## config.mk

```make
export PLATFORM = sky130hd
export DESIGN_NAME = instqueue
export DESIGN_NICKNAME = d
export VERILOG_FILES = /design/src/rtl/instqueue_pkg.sv /design/src/rtl/instqueue.sv
export SDC_FILE = /design/constraint.sdc
export NUM_CORES = 1
export LEC_CHECK = 0
export ABC_AREA = 1
export CAP_MARGIN = 5
export CELL_PAD_IN_SITES_DETAIL_PLACEMENT = 0
export CELL_PAD_IN_SITES_GLOBAL_PLACEMENT = 1
export CORE_ASPECT_RATIO = 0.6
export CORE_UTILIZATION = 45
export CTS_BUF_LIST = sky130_fd_sc_hd__clkbuf_2 sky130_fd_sc_hd__clkbuf_4 sky130_fd_sc_hd__clkbuf_8
export DETAILED_ROUTE_END_ITERATION = 12
export HOLD_SLACK_MARGIN = 0.15
export PLACE_DENSITY = 0.76
export SKIP_CTS_REPAIR_TIMING = 1
export SLEW_MARGIN = 25
export SYNTH_ARGS = -nofsm -noshare
export SYNTH_HDL_FRONTEND = slang
export SYNTH_SLANG_ARGS = --single-unit
```

## constraint.sdc

```tcl
create_clock -name clk_in -period 4.29 [get_ports clk_in]
set_clock_uncertainty 0.15 [all_clocks]
set_input_delay 0.858 -clock clk_in [delete_from_list [all_inputs] [get_ports clk_in]]
set_output_delay 0.858 -clock clk_in [all_outputs]
set_load 0.01 [all_outputs]
```

## src/rtl/instqueue_pkg.sv

```systemverilog
// Shared widths and default sizing for the fetch-to-decode instruction queue.
package instqueue_pkg;

    localparam int IDWidth               = 32;
    localparam int AddressWidth          = 32;
    localparam int DefaultQueueSize      = 16;
    localparam int DefaultQueueAddrWidth = 4;

endpackage

```

## src/rtl/instqueue.sv

```systemverilog
// Circular instruction/PC FIFO between fetch and decode with a registered output,
// almost-full back-pressure, dispatcher stall and decoder/ROB flush.
module instqueue
    import instqueue_pkg::*;
#(
    parameter int InstQueueSize      = DefaultQueueSize,
    parameter int InstQueueAddrWidth = DefaultQueueAddrWidth
) (
    input  logic                    clk_in,
    input  logic                    rst_in,
    input  logic                    rdy_in,
    input  logic                    if_instqueue_en_in,
    input  logic [IDWidth-1:0]      if_instqueue_inst_in,
    input  logic [AddressWidth-1:0] if_instqueue_pc_in,
    output logic                    instqueue_if_full_out,
    input  logic                    decoder_instqueue_rst_in,
    input  logic                    rob_instqueue_rst_in,
    input  logic                    dispatcher_instqueue_stall_in,
    output logic                    instqueue_decoder_en_out,
    output logic [IDWidth-1:0]      instqueue_decoder_inst_out,
    output logic [AddressWidth-1:0] instqueue_decoder_pc_out
);

    localparam int CountWidth = InstQueueAddrWidth + 1;
    localparam logic [CountWidth-1:0] Capacity   = CountWidth'(InstQueueSize);
    localparam logic [CountWidth-1:0] AlmostFull = CountWidth'(InstQueueSize - 2);

    logic [IDWidth-1:0]      inst_mem [InstQueueSize];
    logic [AddressWidth-1:0] pc_mem   [InstQueueSize];

    logic [InstQueueAddrWidth-1:0] head;
    logic [InstQueueAddrWidth-1:0] tail;
    logic [CountWidth-1:0]         count;

    logic flush;
    logic pop;
    logic push;

    // A full queue still accepts a push when the same edge frees a slot.
    assign flush = decoder_instqueue_rst_in | rob_instqueue_rst_in;
    assign pop   = rdy_in & ~flush & ~dispatcher_instqueue_stall_in & (count != '0);
    assign push  = rdy_in & ~flush & if_instqueue_en_in & ((count < Capacity) | pop);

    // Two slots of headroom: one fetch already in flight plus the current push.
    assign instqueue_if_full_out = (count >= AlmostFull);

    always_ff @(posedge clk_in) begin
        if (push) begin
            inst_mem[tail] <= if_instqueue_inst_in;
            pc_mem[tail]   <= if_instqueue_pc_in;
        end
    end

    always_ff @(posedge clk_in or posedge rst_in) begin
        if (rst_in) begin
            head                       <= '0;
            tail                       <= '0;
            count                      <= '0;
            instqueue_decoder_en_out   <= 1'b0;
            instqueue_decoder_inst_out <= '0;
            instqueue_decoder_pc_out   <= '0;
        end else if (rdy_in) begin
            if (flush) begin
                head                     <= '0;
                tail                     <= '0;
                count                    <= '0;
                instqueue_decoder_en_out <= 1'b0;
            end else begin
                instqueue_decoder_en_out <= pop;
                if (pop) begin
                    instqueue_decoder_inst_out <= inst_mem[head];
                    instqueue_decoder_pc_out   <= pc_mem[head];
                    head                       <= head + 1'b1;
                end
                if (push) begin
                    tail <= tail + 1'b1;
                end
                case ({push, pop})
                    2'b10:   count <= count + 1'b1;
                    2'b01:   count <= count - 1'b1;
                    default: count <= count;
                endcase
            end
        end
    end

endmodule

```

# Word-level counts from Yosys, hierarchy flattened
# Memory sizes are Yosys's and may differ from the RTL's. A register that Yosys moved wholly into a read port is not among the register bits.
# Cells that the tools add are included.
# classes
n_bitwise,9
n_lt_le_gt_ge,2
add_sub_neg,4
n_eq_ne,2
n_reduce_logical,8
muxes,9
# op_table
operator,n
4-bit 2-to-1 mux,4
5-bit case mux with 2 select lines,1
"4-bit by 1-bit adder with 4-bit output, second input constant",2
2-bit AND reduction,3
"5-bit by 1-bit adder with 5-bit output, second input constant",1
1-bit bitwise AND,5
"5-bit by 4-bit >= comparator with 1-bit output, second input constant",1
"5-bit < comparator, second input constant",1
5-bit 2-to-1 mux,1
5-bit nonzero test,1
"5-bit by 1-bit subtractor with 5-bit output, second input constant",1
2-bit nonzero test,2
1-bit 2-to-1 mux,3
3-bit AND reduction,1
3-bit nonzero test,1
"2-bit by 1-bit equality test with 1-bit output, second input constant",1
"2-bit equality test, second input constant",1
1-bit NOT,2
1-bit bitwise OR,2
# word_totals
out_inout_bits,66
wordCells,40
ramBits,1024
reg_bits,14
memories,2
inputBits,71
# memory_table
name,depth,width,read_ports,rd_clocked_by_memory_dff,write_ports,line,rtl
inst_mem,16,32,1,1,1,instqueue.sv:28,logic [IDWidth-1:0] inst_mem [InstQueueSize];
pc_mem,16,32,1,1,1,instqueue.sv:29,logic [AddressWidth-1:0] pc_mem [InstQueueSize];

# Logic depth before layout (Yosys ltp)
# Gate-level depths: netlist (run 1).
# logic_depth
depth_word,10
ltp_mapped,15
ltp_nobuf,15

# Worst setup path after synthesis (run 1)
# No wires, ideal clock.
# synth_path
path_type,in2reg
start,input port rob_instqueue_rst_in
end,"memory inst_mem[0][0], enable pin"
path_stages,5
t_required_ns,3.654
setup_ns,0.486
arrival_ns,4.123
n_path_buf,0
slack_ns,-0.469
path_cell_list,nor2_4 -> nand4_1 -> inv_1 -> nand2_1 -> nor2_1
# synth_via
elab_chain_len,9
elab_cells_between_ends,10
classes_between,mux (2); bitwise (8)
# synth_rtl
element,line,rtl
from (decl),instqueue.sv:17,"input logic rob_instqueue_rst_in,"
1-bit bitwise OR (*),instqueue.sv:40,assign flush = decoder_instqueue_rst_in | rob_instqueue_rst_in;
1-bit NOT (no line) (*),n/a,
1-bit bitwise AND (*),"instqueue.sv:41, instqueue.sv:42",
1-bit bitwise AND (2 in series),instqueue.sv:41,assign pop = rdy_in & ~flush & ~dispatcher_instqueue_stall_in & (count != '0);
1-bit bitwise OR,instqueue.sv:42,assign push = rdy_in & ~flush & if_instqueue_en_in & ((count < Capacity) | pop);
1-bit bitwise AND (*),instqueue.sv:42,
1-bit 2-to-1 mux (*),instqueue.sv:48,if (push) begin
1-bit 2-to-1 mux (implied by the code) (*),instqueue.sv:49,inst_mem[tail] <= if_instqueue_inst_in;
to (decl),instqueue.sv:28,
# Mark *: on every way between the ends. The rest lies on a longest branch, timed or not.

# Worst setup path after layout (run 1)
# layout_path
start,register count[1]
end,output port instqueue_if_full_out
# layout_via
elab_chain_len,1
# layout_rtl
element,line,rtl
from (decl),instqueue.sv:33,logic [CountWidth-1:0] count;
from (signal assigned),instqueue.sv:79,2'b10: count <= count + 1'b1;
from (signal assigned),instqueue.sv:80,2'b01: count <= count - 1'b1;
from (signal assigned),instqueue.sv:81,default: count <= count;
5-bit by 4-bit >= comparator with 1-bit output,instqueue.sv:45,assign instqueue_if_full_out = (count >= AlmostFull);
to (decl),instqueue.sv:15,"output logic instqueue_if_full_out,"
# No other way between the ends.

==> results of run 1 <==
[area by class of cell]
cell class / instances / area [um2] / share of cell area, %
antenna: 2 / 5.00 / 0.0102
clock buffer: 245 / 2930 / 5.98
clock inverter: 43 / 299 / 0.610
inverter: 29 / 134 / 0.273
multi-input combinational: 1818 / 9020 / 18.4
sequential: 1102 / 32700 / 66.7
tap: 1246 / 1560 / 3.18
timing repair buffer: 214 / 2360 / 4.81
[placed cells by master (no fill, tap or decap), types with 45 or more instances in the layout]
| cell type | n |
|---|---|
| nand2_1 | 237 |
| nor2_1 | 525 |
| clkdlybuf4s50_1 | 136 |
| a21oi_1 | 107 |
| o22ai_1 | 144 |
| o21ai_1 | 52 |
| clkbuf_8 | 175 |
| edfxtp_1 | 1024 |
| o221ai_1 | 80 |
| clkbuf_4 | 70 |
| dfrtp_1 | 74 |
| buf_4 | 45 |
| nand3_1 | 49 |
| o21ai_0 | 458 |
[state kept, by name, summed over array words and instances (netlist names)]
register and cells:
count 5, head 4, inst_mem 512, instqueue_decoder_en_out 1, instqueue_decoder_inst_out 32, instqueue_decoder_pc_out 32
pc_mem 512, tail 4
[layer usage]
| layer | track usage (%) | wire length [um] | share of wire, % | vias up |
|---|---|---|---|---|
| li1 | - | - | - | 12200 |
| met1 | 34.6 | 50100 | 46 | 13400 |
| met2 | 33.3 | 47900 | 44 | 1137 |
| met3 | 4.39 | 8760 | 8.1 | 122 |
| met4 | 6.19 | 1530 | 1.4 | 8 |
| met5 | 0 | 48 | 0.044 | - |
[worst max-delay path, stage by stage, from the launching register on]
cell,delay (ns)
dfrtp_1,0.41
nand2_1,0.10
o21ai_0,0.24
clkdlybuf4s50_1,0.59
[stage by stage]
step	setup WS [ns]	hold slack [ns]	utilization, %	setup TNS [ns]	area [um2]
5_1_grt	0.987	0.355	52.1	0	49000
6_report	1.13	0.350	52.1	0	49000
2_1_floorplan	-0.469	0.364	-	-480.25	42800
3_3_place_gp	0.761	0.341	48.7	0	45800
3_5_place_dp	0.712	0.336	48.7	0	45800
4_1_cts	1.03	0.298	52.1	0	49000
[final timing paths]
path / endpoint / cells past startpoint
setup / recovery: instqueue_if_full_out / 3
hold / removal: instqueue_decoder_inst_out[22] / 2
setup reg to reg: instqueue_decoder_inst_out[7] / 7
hold reg to reg: instqueue_decoder_inst_out[15] / 2
max in group asynchronous: head[0] / 3
min in group clk_in: instqueue_decoder_inst_out[15] / 2
[cells by family (layout without fill, tap and decap cells)]
kind of cell               Yosys count  in the layout  synth area share, %
DFF                               1102           1102                 76.5
AOI/OAI and AO/OA                  941            941                 12.6
and+or+nand+nor                    869            869                 7.94
buffers and inverters              259            531                 2.71
adders and majority gates            7              7                0.205
xor gates and xnor gates             1              1               0.0205
other                                0              2                    0
[power groups by stage]
stage | combinational (W) | sequential [W] | clock [W]
2_1_floorplan | 0.000672 | 0.0126 | 0
3_3_place_gp | 0.00179 | 0.0127 | 0
3_5_place_dp | 0.00181 | 0.0126 | 0
4_1_cts | 0.00182 | 0.0124 | 0.00866
5_1_grt | 0.00198 | 0.0124 | 0.00911
6_report | 0.00180 | 0.0124 | 0.00851
==> qor.yml, run 1 <==
status: "complete, no violations"
peakVddDrop_uv: 265
max_slew_violation_count: 0
design.final.nets: 3398
leakagePower_nw: 16.2
via_count_of_the_first_global_routing_pass: 26000
tritoncts.num_buffers: 155
timing.final.hold_violations: 0
internal-power_w: 0.0174
stdcell_count: 4699
vias_per_cell: 5.73
cts-root-to-sink-buffers: 3
filler_cell_count: 7922
crit_fanout: 4
mappedNetlistNets: 3257
timing.reg2reg.setup_slack_ns: 1.57
final.min_clock_period_ns: 3.16
worstSetupStartpoint: "count[1]"
port_buffers: 136
std_cell_rows: 87
post-layout-total-power_w: 0.0227
design.core.area_um2: 94100
synth.cells.most_frequent: "1,024 x edfxtp_1, 542 x nor2_1, 458 x o21ai_0"
grt_util_all_layers_pct: 22.7
cts_root_buf: "clkbuf_8"
grt_overflow_total: 0
number_of_antenna_violations_at_the_first_check_in_global_routing: 7
drc: 0
route.final.wire_length_um: 108000
firstDrtPassIters: 5
max_slew_margin_pct: 32.6
synthesis.area_um2: 42800
synthDominantCellAreaShare_pct: 71.9
die-height_um: 241
fp.dieArea_um2: 96300
yosys_register_bits: 1102
wire_length_of_the_first_global_routing_pass_um: 164000
place_inst: 4409
tritoncts: "built"
drive_above_1_share_pct: 10.9
gpl.final_weighted_congestion: 0.775
power.density_nw_per_um2: 463
synth_cell_types: 27
max_cap_viol_count: 0
cp-end-kind: "output port"
synth-edff-count: 1024
synthMostInstantiatedCell: "edfxtp_1"
setup_repair_after_global_routing_missed_its_margin: "false"
dpl.hpwl_um: 57600
synthesis.instances: 3179
sequentialPowerShare_pct: 54.6
fmax_mhz: 317
synth.yosys.warnings: 0
setup_violations: 0
yosysSeqAreaShare_pct: 76.5
grt_start_max_net_pins: 158
worst_skew_pair.late_latency_ns: 0.83
crit_type: "reg -> out"
total_switching_power_w: 0.00531
switching_share_of_total_power_pct: 23.4
start_util_pct: 45.5
chipWidth_um: 400
avgRoutedWirePerCell_um: 23.1
startpoint_kind_of_the_worst_setup_timing_path: "flop"
clock_slew_seen_by_the_registers_of_the_worst_setup_and_hold_paths_ns: 0.07
min_period_over_period_pct: 73.6
hold_path.class: "in -> async"
synthToLayoutAreaGrowth_pct: 14.7
cts.sink_count: 1102
post-synth-top-area-cell: "edfxtp_1"
floorplan.io_pins: 137
yosys-top-cells-area: "edfxtp_1 72%, o21ai_0 5.4%, nor2_1 4.8%"
syn_avg_cell_area_um2: 13.4
detailedRoute.firstIterationViolations: 3005
regToRegStartpoint: "head[1]"
share_comb_of_total_power_pct: 7.9
vias: 26900
synth_top_flop_cell: "edfxtp_1"
htree_levels: 4
worstMarginPinSlew_ns: 1.01
worst-endpoint-arrival_ns: 2.15
clockPowerShare_pct: 37.5
async_reset_ff_share_pct: 7.08
antenna_violating_nets_post_route: 0
worstPathRequired_ns: 3.28
Power figures use the tool's default switching activity.
==> inputs of run 2 (changes only) <==
clock period = 2.9 ns   (was 4.29 ns; I/O delays follow)
==> qor.yml, run 2 (same netlist as run 1, synthesis figures left out) <==
min_period_over_period_pct: 91.0
timing.final.hold_violations: 0  # unchanged
layout.cells.most_common_list: "1,024 x edfxtp_1, 525 x nor2_1, 458 x o21ai_0"  # unchanged
std_cell_rows: 87  # unchanged
max_cap_viol_count: 0  # unchanged
grt_start_max_net_pins: 125  # was 158
status: "complete, no violations"  # unchanged
fmax_mhz: 379
detailedRoute.firstIterationViolations: 3018  # was 3,005
tns_setup_ns: 0  # unchanged
power.density_nw_per_um2: 678  # was 463 nW/um2
vias_per_cell: 5.74  # was 5.73
chipWidth_um: 400  # unchanged
drive_above_1_share_pct: 11.2  # was 10.9%
final.min_clock_period_ns: 2.64
htree_levels: 4  # unchanged
tritoncts.num_buffers: 159  # was 155
worstPathRequired_ns: 2.17  # was 3.28 ns
port_buffers: 136  # unchanged
largest_registers: "inst_mem x512, pc_mem x512"  # unchanged
avgRoutedWirePerCell_um: 23.4  # was 23.1 um
hold_path.class: "reg -> reg"  # was in -> async
antenna_violating_nets_post_route: 0  # unchanged
drc: 0  # unchanged
stdcell_count: 4731  # was 4,699
max_slew_margin_pct: 50.6  # was 32.6%
clock_slew_seen_by_the_registers_of_the_worst_setup_and_hold_paths_ns: 0.07  # about the same
setup_repair_after_global_routing_missed_its_margin: "false"  # unchanged
tritoncts: "built"  # unchanged
design.core.area_um2: 94100  # unchanged
filler_cell_count: 7910  # was 7,922
worstMarginPinSlew_ns: 0.739  # was 1.01 ns
cts_root_buf: "clkbuf_8"  # unchanged
grt_overflow_total: 0  # unchanged
gpl.final_weighted_congestion: 0.804  # was 0.775
number_of_antenna_violations_at_the_first_check_in_global_routing: 5  # was 7
firstDrtPassIters: 5  # unchanged
cts.sink_count: 1102  # unchanged
die-height_um: 241  # unchanged
floorplan.io_pins: 137  # unchanged
worst_skew_pair.late_latency_ns: 0.86  # was 0.83 ns
worstPathBufferInverterCount: 1  # unchanged
wire_length_of_the_first_global_routing_pass_um: 166000  # was 164,000 um
vias: 27100  # was 26,900
start_util_pct: 45.5  # unchanged
worst-endpoint-arrival_ns: 1.91  # was 2.15 ns
dpl.hpwl_um: 59200  # was 57,600 um
place_inst: 4434  # was 4,409
route.final.wire_length_um: 111000  # was 108,000 um
max_slew_violation_count: 0  # unchanged
via_count_of_the_first_global_routing_pass: 25900  # was 26,000
crit_type: "reg -> out"  # unchanged
critPathSlowestCell: "clkdlybuf4s50_1"  # unchanged
startpoint_kind_of_the_worst_setup_timing_path: "flop"  # unchanged
setup_violations: 0  # unchanged
crit_fanout: 2  # was 4
leakagePower_nw: 16.4  # was 16.2 nW
cp-end-kind: "output port"  # unchanged
fp.dieArea_um2: 96300  # unchanged
design.final.nets: 3428  # was 3,398
crit_family: "buffers and inverters"  # unchanged
synthToLayoutAreaGrowth_pct: 16.1  # was 14.7%
final_common_cell: "edfxtp_1"  # unchanged
peakVddDrop_uv: 411  # was 265 uV
cts-root-to-sink-buffers: 3  # unchanged
grt_util_all_layers_pct: 23.1  # was 22.7%
worst_path_largest_cell_delay_ns: 0.59  # about the same
critical_path.cell_chain: "clkdlybuf4s50_1"  # was nand2_1 -> o21ai_0 -> clkdlybuf4s50_1
run 2: changes by cell type in the layout (fill, tap and decap cells not counted), sizes merged:
cell / change
buf: +25
bufinv: +3
clkbuf: -15
clkdlybuf4s50: -1
clkinv: +19
clkinvlp: -1
dlygate4sd3: +1
dlymetal6s2s: +1
run 2: stage by stage:
| stage | total power [W] | util (%) | instance area [um2] | setup WS, ns | hold slack, ns |
|---|---|---|---|---|---|
| floorplan | 0.0196 | - | 42800 | -0.555 | 0.364 |
| global placement | 0.0214 | 49.3 | 46400 | -0.121 | 0.323 |
| detailed placement | 0.0214 | 49.3 | 46400 | -0.137 | 0.319 |
| CTS | 0.0340 | 52.8 | 49600 | -0.0153 | 0.0491 |
| global route | 0.0348 | 52.8 | 49700 | 0.180 | 0.365 |
| finish | 0.0337 | 52.8 | 49700 | 0.260 | 0.332 |
run 2: final timing paths:
kind,from,end,slack (ns),cells after the start
setup / recovery,instqueue_decoder_pc_out[12],instqueue_decoder_pc_out[12],0.26,1
hold / removal,instqueue_decoder_inst_out[13],instqueue_decoder_inst_out[13],0.33,2
hold reg to reg,instqueue_decoder_inst_out[13],instqueue_decoder_inst_out[13],0.33,2
setup reg to reg,head[1],instqueue_decoder_pc_out[12],0.31,7
min in group asynchronous,rst_in,instqueue_decoder_inst_out[20],0.65,4
max in group asynchronous,rst_in,head[0],1.41,4
run 2: layer usage:
metal  vias to the layer above  GRT usage, %  wire length, um
met1                     13500          36.3            52600
met2                      1167          32.4            47100
met5                         -             0               35
li1                      12300             -                -
met4                         6          6.41             1890
met3                       137          4.65             9170
run 2: final cells by class:
type / count / area [um2] / area share, %
Clock inverter: 64 / 444 / 0.895
Inverter: 29 / 133 / 0.267
Multi-Input combinational cell: 1818 / 9020 / 18.2
Timing Repair Buffer: 240 / 2960 / 5.96
Antenna cell: 2 / 5.00 / 0.0101
Tap cell: 1246 / 1560 / 3.14
Sequential cell: 1102 / 32700 / 65.9
Clock buffer: 230 / 2820 / 5.67
run 2: where the power goes:
group          leakage, nW  internal (W)  switching (W)
Combinational         4.54       0.00124        0.00147
Sequential            10.2        0.0179       0.000410
Clock                 1.72       0.00672        0.00593
